`config.mk`:
```
export PLATFORM = sky130hd
export DESIGN_NAME = reg_status_table_flat
export DESIGN_NICKNAME = d
export VERILOG_FILES = /design/src/rtl/reg_status_table_if.sv /design/src/rtl/reg_status_table.sv /design/src/flat_wrapper.sv
export SDC_FILE = /design/constraint.sdc
export NUM_CORES = 1
export LEC_CHECK = 0
export CAP_MARGIN = 10
export CORE_AREA = 5 5 196 198
export CTS_CLUSTER_DIAMETER = 120
export CTS_CLUSTER_SIZE = 40
export DETAILED_ROUTE_END_ITERATION = 7
export DIE_AREA = 0 0 201 203
export PLACE_DENSITY = 0.54
export SYNTH_ARGS = -nofsm -noshare
export SYNTH_HDL_FRONTEND = slang
export SYNTH_SLANG_ARGS = --single-unit
```
`constraint.sdc`:
```
create_clock -name CLK -period 20.6 [get_ports CLK]
set_clock_uncertainty 0.1 [all_clocks]
set_input_delay 3.09 -clock CLK [delete_from_list [all_inputs] [get_ports CLK]]
set_output_delay 3.09 -clock CLK [all_outputs]
set_load 0.05 [all_outputs]
```
`src/rtl/reg_status_table_if.sv`:
```
// Dispatch, writeback-clear and lookup bundle for the register status table.
// The master side belongs to the issue stage and the slave side to the table.
interface reg_status_table_if #(
  parameter int NREGS = 32,
  parameter int TAG_W = 2,
  parameter int NWB   = 2,
  parameter int NRD   = 3
);
  localparam int IDX_W = $clog2(NREGS);

  logic                 flush;
  logic                 di_en;
  logic [IDX_W-1:0]     di_rd;
  logic [TAG_W-1:0]     di_tag;
  logic                 di_ready;
  logic [NWB-1:0]       wb_en;
  logic [NWB*IDX_W-1:0] wb_rd;
  logic [NWB*TAG_W-1:0] wb_tag;
  logic [NRD*IDX_W-1:0] rd_idx;
  logic [NRD-1:0]       rd_busy;
  logic [NRD*TAG_W-1:0] rd_tag;
  logic [NRD-1:0]       rd_fwd;
  logic [IDX_W:0]       busy_cnt;

  modport master (
    output flush, di_en, di_rd, di_tag, wb_en, wb_rd, wb_tag, rd_idx,
    input  di_ready, rd_busy, rd_tag, rd_fwd, busy_cnt
  );

  modport slave (
    input  flush, di_en, di_rd, di_tag, wb_en, wb_rd, wb_tag, rd_idx,
    output di_ready, rd_busy, rd_tag, rd_fwd, busy_cnt
  );
endinterface

```
`src/rtl/reg_status_table.sv`:
```
// Per-register pending-result tracker with tag-checked multi-port writeback
// clear, same-cycle forwarding indication, flush and a running busy count.
module reg_status_table #(
  parameter int NREGS    = 32,
  parameter int TAG_W    = 2,
  parameter int NWB      = 2,
  parameter int NRD      = 3,
  parameter bit ZERO_REG = 1'b1
) (
  input logic CLK,
  input logic nRST,
  reg_status_table_if.slave bus
);
  localparam int IDX_W = $clog2(NREGS);

  logic [NREGS-1:0]            busy_q, busy_d, clear_hit;
  logic [NREGS-1:0][TAG_W-1:0] tag_q, tag_d;
  logic [IDX_W:0]              cnt_q, cnt_d;
  logic                        zero_dst, accept;
  logic [NRD-1:0]              rd_busy_c, rd_fwd_c;
  logic [NRD*TAG_W-1:0]        rd_tag_c;
  logic [IDX_W-1:0]            lk_idx;

  // A writeback only clears an entry still owned by the same tag, so a stale
  // writeback from an earlier producer cannot release a newer reservation.
  always_comb begin
    // NOTE: every combinational output gets a default first so no latch is inferred.
    clear_hit = '0;
    for (int i = 0; i < NREGS; i++) begin
      for (int p = 0; p < NWB; p++) begin
        if (bus.wb_en[p] && (bus.wb_rd[p*IDX_W +: IDX_W] == IDX_W'(i)) && busy_q[i] &&
            (bus.wb_tag[p*TAG_W +: TAG_W] == tag_q[i]))
          clear_hit[i] = 1'b1;
      end
    end
  end

  assign zero_dst     = ZERO_REG && (bus.di_rd == '0);
  assign bus.di_ready = !busy_q[bus.di_rd] || clear_hit[bus.di_rd] || zero_dst;
  assign accept       = bus.di_en && bus.di_ready && !bus.flush;

  // Priority inside the next-state: flush over dispatch over clear.
  always_comb begin
    busy_d = busy_q & ~clear_hit;
    tag_d  = tag_q;
    if (accept && !zero_dst) begin
      busy_d[bus.di_rd] = 1'b1;
      tag_d[bus.di_rd]  = bus.di_tag;
    end
    if (bus.flush) begin
      busy_d = '0;
      tag_d  = '0;
    end
    cnt_d = '0;
    for (int i = 0; i < NREGS; i++)
      cnt_d = cnt_d + (IDX_W+1)'(busy_d[i]);
  end

  // The table is small and lookups expose tags directly, so tags are reset too.
  always_ff @(posedge CLK) begin
    // NOTE: sequential state uses non-blocking assignments so every flop samples pre-edge values.
    if (!nRST) begin
      busy_q <= '0;
      tag_q  <= '0;
      cnt_q  <= '0;
    end else begin
      busy_q <= busy_d;
      tag_q  <= tag_d;
      cnt_q  <= cnt_d;
    end
  end

  // Entry 0 of a zero-register file is never written, so it reads back idle.
  always_comb begin
    rd_busy_c = '0;
    rd_fwd_c  = '0;
    rd_tag_c  = '0;
    lk_idx    = '0;
    for (int k = 0; k < NRD; k++) begin
      lk_idx                     = bus.rd_idx[k*IDX_W +: IDX_W];
      rd_busy_c[k]               = busy_q[lk_idx];
      rd_fwd_c[k]                = clear_hit[lk_idx];
      rd_tag_c[k*TAG_W +: TAG_W] = tag_q[lk_idx];
    end
  end

  assign bus.rd_busy  = rd_busy_c;
  assign bus.rd_fwd   = rd_fwd_c;
  assign bus.rd_tag   = rd_tag_c;
  assign bus.busy_cnt = cnt_q;
endmodule

```
`src/flat_wrapper.sv`:
```
// flat-port wrapper written by rule: the top's interface ports become plain ports
module reg_status_table_flat 
#(
  parameter int NREGS    = 32,
  parameter int TAG_W    = 2,
  parameter int NWB      = 2,
  parameter int NRD      = 3,
  parameter bit ZERO_REG = 1'b1
)
  (CLK, nRST, bus_flush, bus_di_en, bus_di_rd, bus_di_tag, bus_wb_en, bus_wb_rd, bus_wb_tag, bus_rd_idx, bus_di_ready, bus_rd_busy, bus_rd_tag, bus_rd_fwd, bus_busy_cnt);
  reg_status_table_if #(.NREGS(NREGS), .TAG_W(TAG_W), .NWB(NWB), .NRD(NRD)) bus_i ();
  input logic CLK;
  input logic nRST;
  input wire logic [$bits(bus_i.flush)-1:0] bus_flush;
  input wire logic [$bits(bus_i.di_en)-1:0] bus_di_en;
  input wire logic [$bits(bus_i.di_rd)-1:0] bus_di_rd;
  input wire logic [$bits(bus_i.di_tag)-1:0] bus_di_tag;
  input wire logic [$bits(bus_i.wb_en)-1:0] bus_wb_en;
  input wire logic [$bits(bus_i.wb_rd)-1:0] bus_wb_rd;
  input wire logic [$bits(bus_i.wb_tag)-1:0] bus_wb_tag;
  input wire logic [$bits(bus_i.rd_idx)-1:0] bus_rd_idx;
  output wire logic [$bits(bus_i.di_ready)-1:0] bus_di_ready;
  output wire logic [$bits(bus_i.rd_busy)-1:0] bus_rd_busy;
  output wire logic [$bits(bus_i.rd_tag)-1:0] bus_rd_tag;
  output wire logic [$bits(bus_i.rd_fwd)-1:0] bus_rd_fwd;
  output wire logic [$bits(bus_i.busy_cnt)-1:0] bus_busy_cnt;
  assign bus_i.flush = bus_flush;
  assign bus_i.di_en = bus_di_en;
  assign bus_i.di_rd = bus_di_rd;
  assign bus_i.di_tag = bus_di_tag;
  assign bus_i.wb_en = bus_wb_en;
  assign bus_i.wb_rd = bus_wb_rd;
  assign bus_i.wb_tag = bus_wb_tag;
  assign bus_i.rd_idx = bus_rd_idx;
  assign bus_di_ready = bus_i.di_ready;
  assign bus_rd_busy = bus_i.rd_busy;
  assign bus_rd_tag = bus_i.rd_tag;
  assign bus_rd_fwd = bus_i.rd_fwd;
  assign bus_busy_cnt = bus_i.busy_cnt;
  reg_status_table #(.NREGS(NREGS), .TAG_W(TAG_W), .NWB(NWB), .NRD(NRD), .ZERO_REG(ZERO_REG)) u_core (.CLK(CLK), .nRST(nRST), .bus(bus_i));
endmodule
```
* Word level (Yosys, flattened, before mapping)
Index checks and enable logic that the tools add are counted.
Word-level totals: bits in registers 102, bits in latches 0, bits in writable memories 0, memory bits (read-only) 0, output and inout port bits 19, word-level logic and storage cells 498, memories kept 0
Cells by class: add/subtract/negate cells 31, multiply operators 0, divide/modulo/power cells 0, $lt $le $gt $ge 5, eq/ne operators 126, shifts and indexed selects 0, muxes and demuxes 93, bitwise operators 4, reductions and logical operators 205
Operators with widths (count):
- logical AND 1 bit | 196
- adder 6 x 1 -> 6 bit | 30
- equality test 5 bit, second input constant | 32
- equality test 2 bit | 64
- equality test 5 x 4 -> 1 bit, second input constant | 16
- 2-to-1 mux 1 bit | 73
- bitwise mux 64 bit | 1
- 2-to-1 mux 32 bit | 2
- binary-select mux 1 bit (select 5 bit) | 8
- equality test 5 x 3 -> 1 bit, second input constant | 8
- AND 32 bit | 1
- NOT 32 bit | 1
- OR 32 bit | 1
- binary-select mux 2 bit (select 5 bit) | 3
- < comparator 5 x 6 -> 1 bit, second input constant | 4
- equality test 5 x 2 -> 1 bit, second input constant | 4
- logical NOT 5 bit | 3
- demux 2 bit (select 5 bit) | 1
- equality test 5 x 1 -> 1 bit, second input constant | 2
- 2-to-1 mux 2 bit | 4
- demux 1 bit (select 5 bit) | 1
- >= comparator 5 x 1 -> 1 bit, second input constant | 1
- logical NOT 1 bit | 3
- adder 1 x 1 -> 2 bit | 1
- 3 further kinds | 4

* Depth between registers and ports, before layout
depth after elaboration 46, gate-level depth with buffers 29, mapped depth without buffers 25

* Worst setup path before layout
Ideal clock, no wire load.
path kind in2reg, start point input bus_wb_tag[1], end point register u_core.cnt_q[4] (netlist: u_core.bus.busy_cnt[4]), library setup time 0.115 ns, arrival time 9.373 ns, required time 20.385 ns, slack 11.013 ns, stages on the path 28, buffers on the path 3, cell sequence buf_2 -> buf_4 -> xor2_1 -> or4_1 -> a211oi_1 -> o211ai_1 -> o2111ai_1 -> nand4bb_1 -> buf_2 -> o21ai_2 -> a21oi_1 -> ha_1 -> inv_1 -> fa_1 -> fa_1 -> fa_1 -> fa_1 -> fa_1 -> inv_1 -> fa_1 -> fa_1 -> inv_1 -> fa_1 -> inv_1 -> a21o_1 -> a21oi_1 -> xnor2_1 -> and2_1
On the way: word-level cells in the longest chain between the ends 44, elaborated cells between the ends (all ways) 171
RTL lines:
- from (decl) | RTL line flat_wrapper.sv:20 | input wire logic [$bits(bus_i.wb_tag)-1:0] bus_wb_tag;
- equality test 2 bit | RTL line reg_status_table.sv:32 | (bus.wb_tag[p*TAG_W +: TAG_W] == tag_q[i]))
- logical AND 1 bit | RTL line reg_status_table.sv:31 | if (bus.wb_en[p] && (bus.wb_rd[p*IDX_W +: IDX_W] == IDX_W'(i)) && busy_q[i] &&
- 2-to-1 mux 1 bit (2 in series) | RTL line reg_status_table.sv:31
- binary-select mux 1 bit (select 5 bit) | RTL line reg_status_table.sv:39 | assign bus.di_ready = !busy_q[bus.di_rd] || clear_hit[bus.di_rd] || zero_dst;
- 2-to-1 mux 1 bit (implied by the code) | RTL line reg_status_table.sv:39
- logical OR 1 bit (2 in series) | RTL line reg_status_table.sv:39
- logical AND 1 bit (2 in series) | RTL line reg_status_table.sv:40 | assign accept = bus.di_en && bus.di_ready && !bus.flush;
- logical AND 1 bit | RTL line reg_status_table.sv:46 | if (accept && !zero_dst) begin
- 2-to-1 mux 32 bit * | RTL line reg_status_table.sv:46
- 2-to-1 mux 32 bit * | RTL line reg_status_table.sv:50 | if (bus.flush) begin
- named net u_core.busy_d[1] | RTL line reg_status_table.sv:16 | logic [NREGS-1:0] busy_q, busy_d, clear_hit;
- adder 1 x 1 -> 2 bit * | RTL line reg_status_table.sv:56 | cnt_d = cnt_d + (IDX_W+1)'(busy_d[i]);
- adder 6 x 1 -> 6 bit * (30 in series) | RTL line reg_status_table.sv:56
- to (signal assigned) | RTL line reg_status_table.sv:69 | cnt_q <= cnt_d;
- to (decl) | RTL line reg_status_table.sv:18 | logic [IDX_W:0] cnt_q, cnt_d;
The timed path passes the listed nets; every way through them passes the cells marked *. The select of a mux whose other input is x is not followed. A chain may end at the register's enable or synchronous reset.

* Final worst setup path
start point input bus_di_rd[0], end point register u_core.cnt_q[4] (netlist: u_core.bus.busy_cnt[4])
On the way: word-level cells in the longest chain between the ends 41, elaborated cells between the ends (all ways) 51
RTL lines:
- from (decl) | RTL line flat_wrapper.sv:16 | input wire logic [$bits(bus_i.di_rd)-1:0] bus_di_rd;
- parallel branches: the longest is 8 deep, another holds < comparator 5 x 6 -> 1 bit
- 2-to-1 mux 32 bit * | RTL line reg_status_table.sv:46
- 2-to-1 mux 32 bit * | RTL line reg_status_table.sv:50
- named net u_core.busy_d[1] | RTL line reg_status_table.sv:16
- adder 1 x 1 -> 2 bit * | RTL line reg_status_table.sv:56
- adder 6 x 1 -> 6 bit * (30 in series) | RTL line reg_status_table.sv:56
Mark *: on every way through the listed nets, which the timed path passes. The select of a mux whose other input is x is not followed.

==> impl_metrics.ini <==
[layout]
utilization = 0.3265
seq_area_um2 = 2042
fill_cells = 3724
multi_input_area_um2 = 8160
layoutNonFillerInstCount = 1548
nNetsFinal = 1149
layout-drive-gt1-share = 0.2104
syn2layout_area_growth_pct = 9.780
final_area_um2 = 11870

[placed_design]
hpwl_um = 31680
place_inst = 1532
placed_area_um2 = 11580
gp_congestion = 0.9835
portBuffers = 60

[sta]
maxSlewHeadroom = 0.3078
grt_setup_unrepaired = false
setup_viol = 0
setup_tns_ns = 0
fmax_ghz = 0.09046
worst_pin_slew_ns = 1.038
finalHoldViolations = 0
timing.hold.ws_ns = 0.4509
final_period_minus_worst_setup_slack_ns = 11.05
finalCritPeriodShare = 0.5366
finalMaxSlewViolations = 0

[synthesis]
yosysSeqAreaShare = 0.1889
async_flop_share = 0
synth_common_cells = mux4_2, nand2_1, dfxtp_1
synth_top_area_frac = 0.2396
syn_inst = 1089
syn_area_um2 = 10810
synth_nets = 1163
synth.avg_cell_area_um2 = 9.927
synth-seq-cells = 102
yosys_warnings = 0
synth.distinct_cells = 67
yosys_most_used_dff = dfxtp_1
synth_most_common_cell = mux4_2
synth_edf_count = 0
ys_top_cells_by_area = mux4_2, dfxtp_1, xor2_1, mux2i_1, fa_1
synth_top_cell_by_area = mux4_2

[critical_path]
crit_top_cell = fa_1
path_class = input port to flop
cp_slowest_cell = clkdlybuf4s50_1
crit_path_start_kind = input port
timing.rr.start = u_core.tag_q[3]$_SDFFE_PP0P_
reg2reg_slack_ns = 12.82
cp_top_family = adder cells
cp-end-kind = flop
cp_num_buf_inv = 6
r2r-end = u_core.bus.busy_cnt[4]$_SDFF_PN0_
cp.arrival_ns = 11.20
cp_max_fo = 20
max_stage_delay_ns = 0.89
crit_required_ns = 20.75
path_depth = 27
r2r_cells = 26

[routing]
drc = 0
wl_um = 42230
via_count = 9348
avgViaCountPerCell = 6.039
ant_nets = 0
first_pass_iters = 5
drtIter0Drc = 1403
route.detailed.wl_per_inst_um = 27.28

[clock_network]
cts_buffers = 9
post_cts_resized = 0
holdBufCountCts = 0
cts_tree = done
clkSinkCount = 102
clockBufferDepth = 2
cts_setup_buffers = 0
clk_latency_ns = 0.36
cts_root_buffer = clkbuf_16
path_clk_slew_ns = 0.07
htree_levels = 3

[floorplanning]
initial_utilization = 0.2974
chipHeight_um = 203
core_um2 = 36350
io_pins = 61
die-area_um2 = 40800
die_x_um = 201
row_count = 70

[power_and_ir_drop]
vdd_drop_max_mv = 0.03611
switchingPower_uw = 144.2
clkPwrFrac = 0.380
cellLeakagePower_nw = 4.444
power.density_nw_per_um2 = 39.39
p_comb_frac = 0.197
switching_share = 0.3085
p_int_uw = 323.3
p_seq_frac = 0.424

[worst_hold_path]
hold_path_class = flop to flop
whs_path_depth = 2
hold_path_end = u_core.tag_q[58]$_SDFFE_PP0P_
hp-start = u_core.tag_q[58]$_SDFFE_PP0P_

[grt]
track_usage = 0.2016
grt_antenna_before_repair = 1
grt_max_degree = 67
grt_pass1_vias = 8927
grt_first_pass_wirelength_um = 61890
grt_overflow_total = 0

[status]
status = complete, no violations

[flow_run]
cap_violations = 0
## worst max path at each step
stage	from	endpoint
final	bus_di_rd[0]	u_core.bus.busy_cnt[4]$_SDFF_PN0_
after global routing	bus_di_rd[0]	u_core.bus.busy_cnt[4]$_SDFF_PN0_
after CTS	bus_di_rd[0]	u_core.bus.busy_cnt[4]$_SDFF_PN0_
after detailed placement	bus_di_rd[0]	u_core.bus.busy_cnt[4]$_SDFF_PN0_
after global placement	bus_di_rd[0]	u_core.bus.busy_cnt[4]$_SDFF_PN0_
after floorplan	bus_wb_tag[1]	u_core.bus.busy_cnt[4]$_SDFF_PN0_
## per-stage QoR
step | power, mW | setup slack (ns)
after floorplan | 0.2660 | 11.01
after global placement | 0.2934 | 9.299
after detailed placement | 0.2932 | 9.221
after CTS | 0.4690 | 9.596
after global routing | 0.4822 | 9.080
final | 0.4675 | 9.546
## tightest hold or removal path: cells and delay by family (launching register included)
family,cells,cell delay [ns]
and+or+nand+nor,1,0.08
DFF,1,0.37
muxes,1,0.06
## layout by cell type (no fill, tap or decap), drive strengths merged, types with 4 or more instances in the layout
master | Yosys | layout
a21o | 21 | 21
or2 | 4 | 4
nor2b | 11 | 11
nor2 | 66 | 66
or3b | 9 | 9
ha | 8 | 8
o21ai | 61 | 61
nand4bb | 6 | 6
nor4b | 5 | 5
nand2b | 12 | 12
xor2 | 101 | 101
a21oi | 49 | 49
nand3b | 8 | 8
fa | 24 | 24
nand3 | 5 | 5
clkbuf | 53 | 10
mux4 | 118 | 118
mux2i | 68 | 68
nand4b | 6 | 6
nand4 | 10 | 10
buf | 47 | 24
mux2 | 16 | 16
xnor2 | 29 | 29
inv | 32 | 33
o22ai | 14 | 14
clkdlybuf4s50 | 0 | 51
nor4 | 43 | 43
and2 | 10 | 10
and4 | 6 | 6
dfxtp | 102 | 102
nand2 | 109 | 109
## routing by layer
metal / share of wire / GRT usage
met1: 0.40 / 0.2724
met3: 0.12 / 0.05223
met4: 0.042 / 0.06932
met2: 0.44 / 0.3146
met5: 0 / 0
## power groups by stage
stage                     Sequential (mW)  Clock (mW)  Combinational (mW)
after global routing                0.198       0.188              0.0962
after global placement              0.203           0              0.0907
after floorplan                     0.203           0              0.0631
after CTS                           0.198       0.180              0.0909
after detailed placement            0.203           0              0.0906
final                               0.198       0.178              0.0920
## cell type report
cell class / count / share of cell area
clock inverter: 5 / 0.005061
inverter: 32 / 0.01012
sequential: 102 / 0.1721
tap: 468 / 0.04934
clock buffer: 10 / 0.01929
timing repair buffer: 75 / 0.05630
antenna: 1 / 0.0002109
multi-input combinational: 855 / 0.6876
## registers in the layout, indices dropped and copies added (netlist names)
register,flops
u_core.tag_q,64
u_core.bus.busy_cnt,6
u_core.busy_q,32
## cells by family after synthesis
logic type	Yosys count	synth area share
fa+ha+maj	32	0.05370
compound gates	168	0.1035
flops	102	0.1889
mux	202	0.3263
xor+xnor	130	0.1053
simple gates	323	0.1631
buf+inv	132	0.05926
Note: power is estimated with default switching activity, not from simulation.
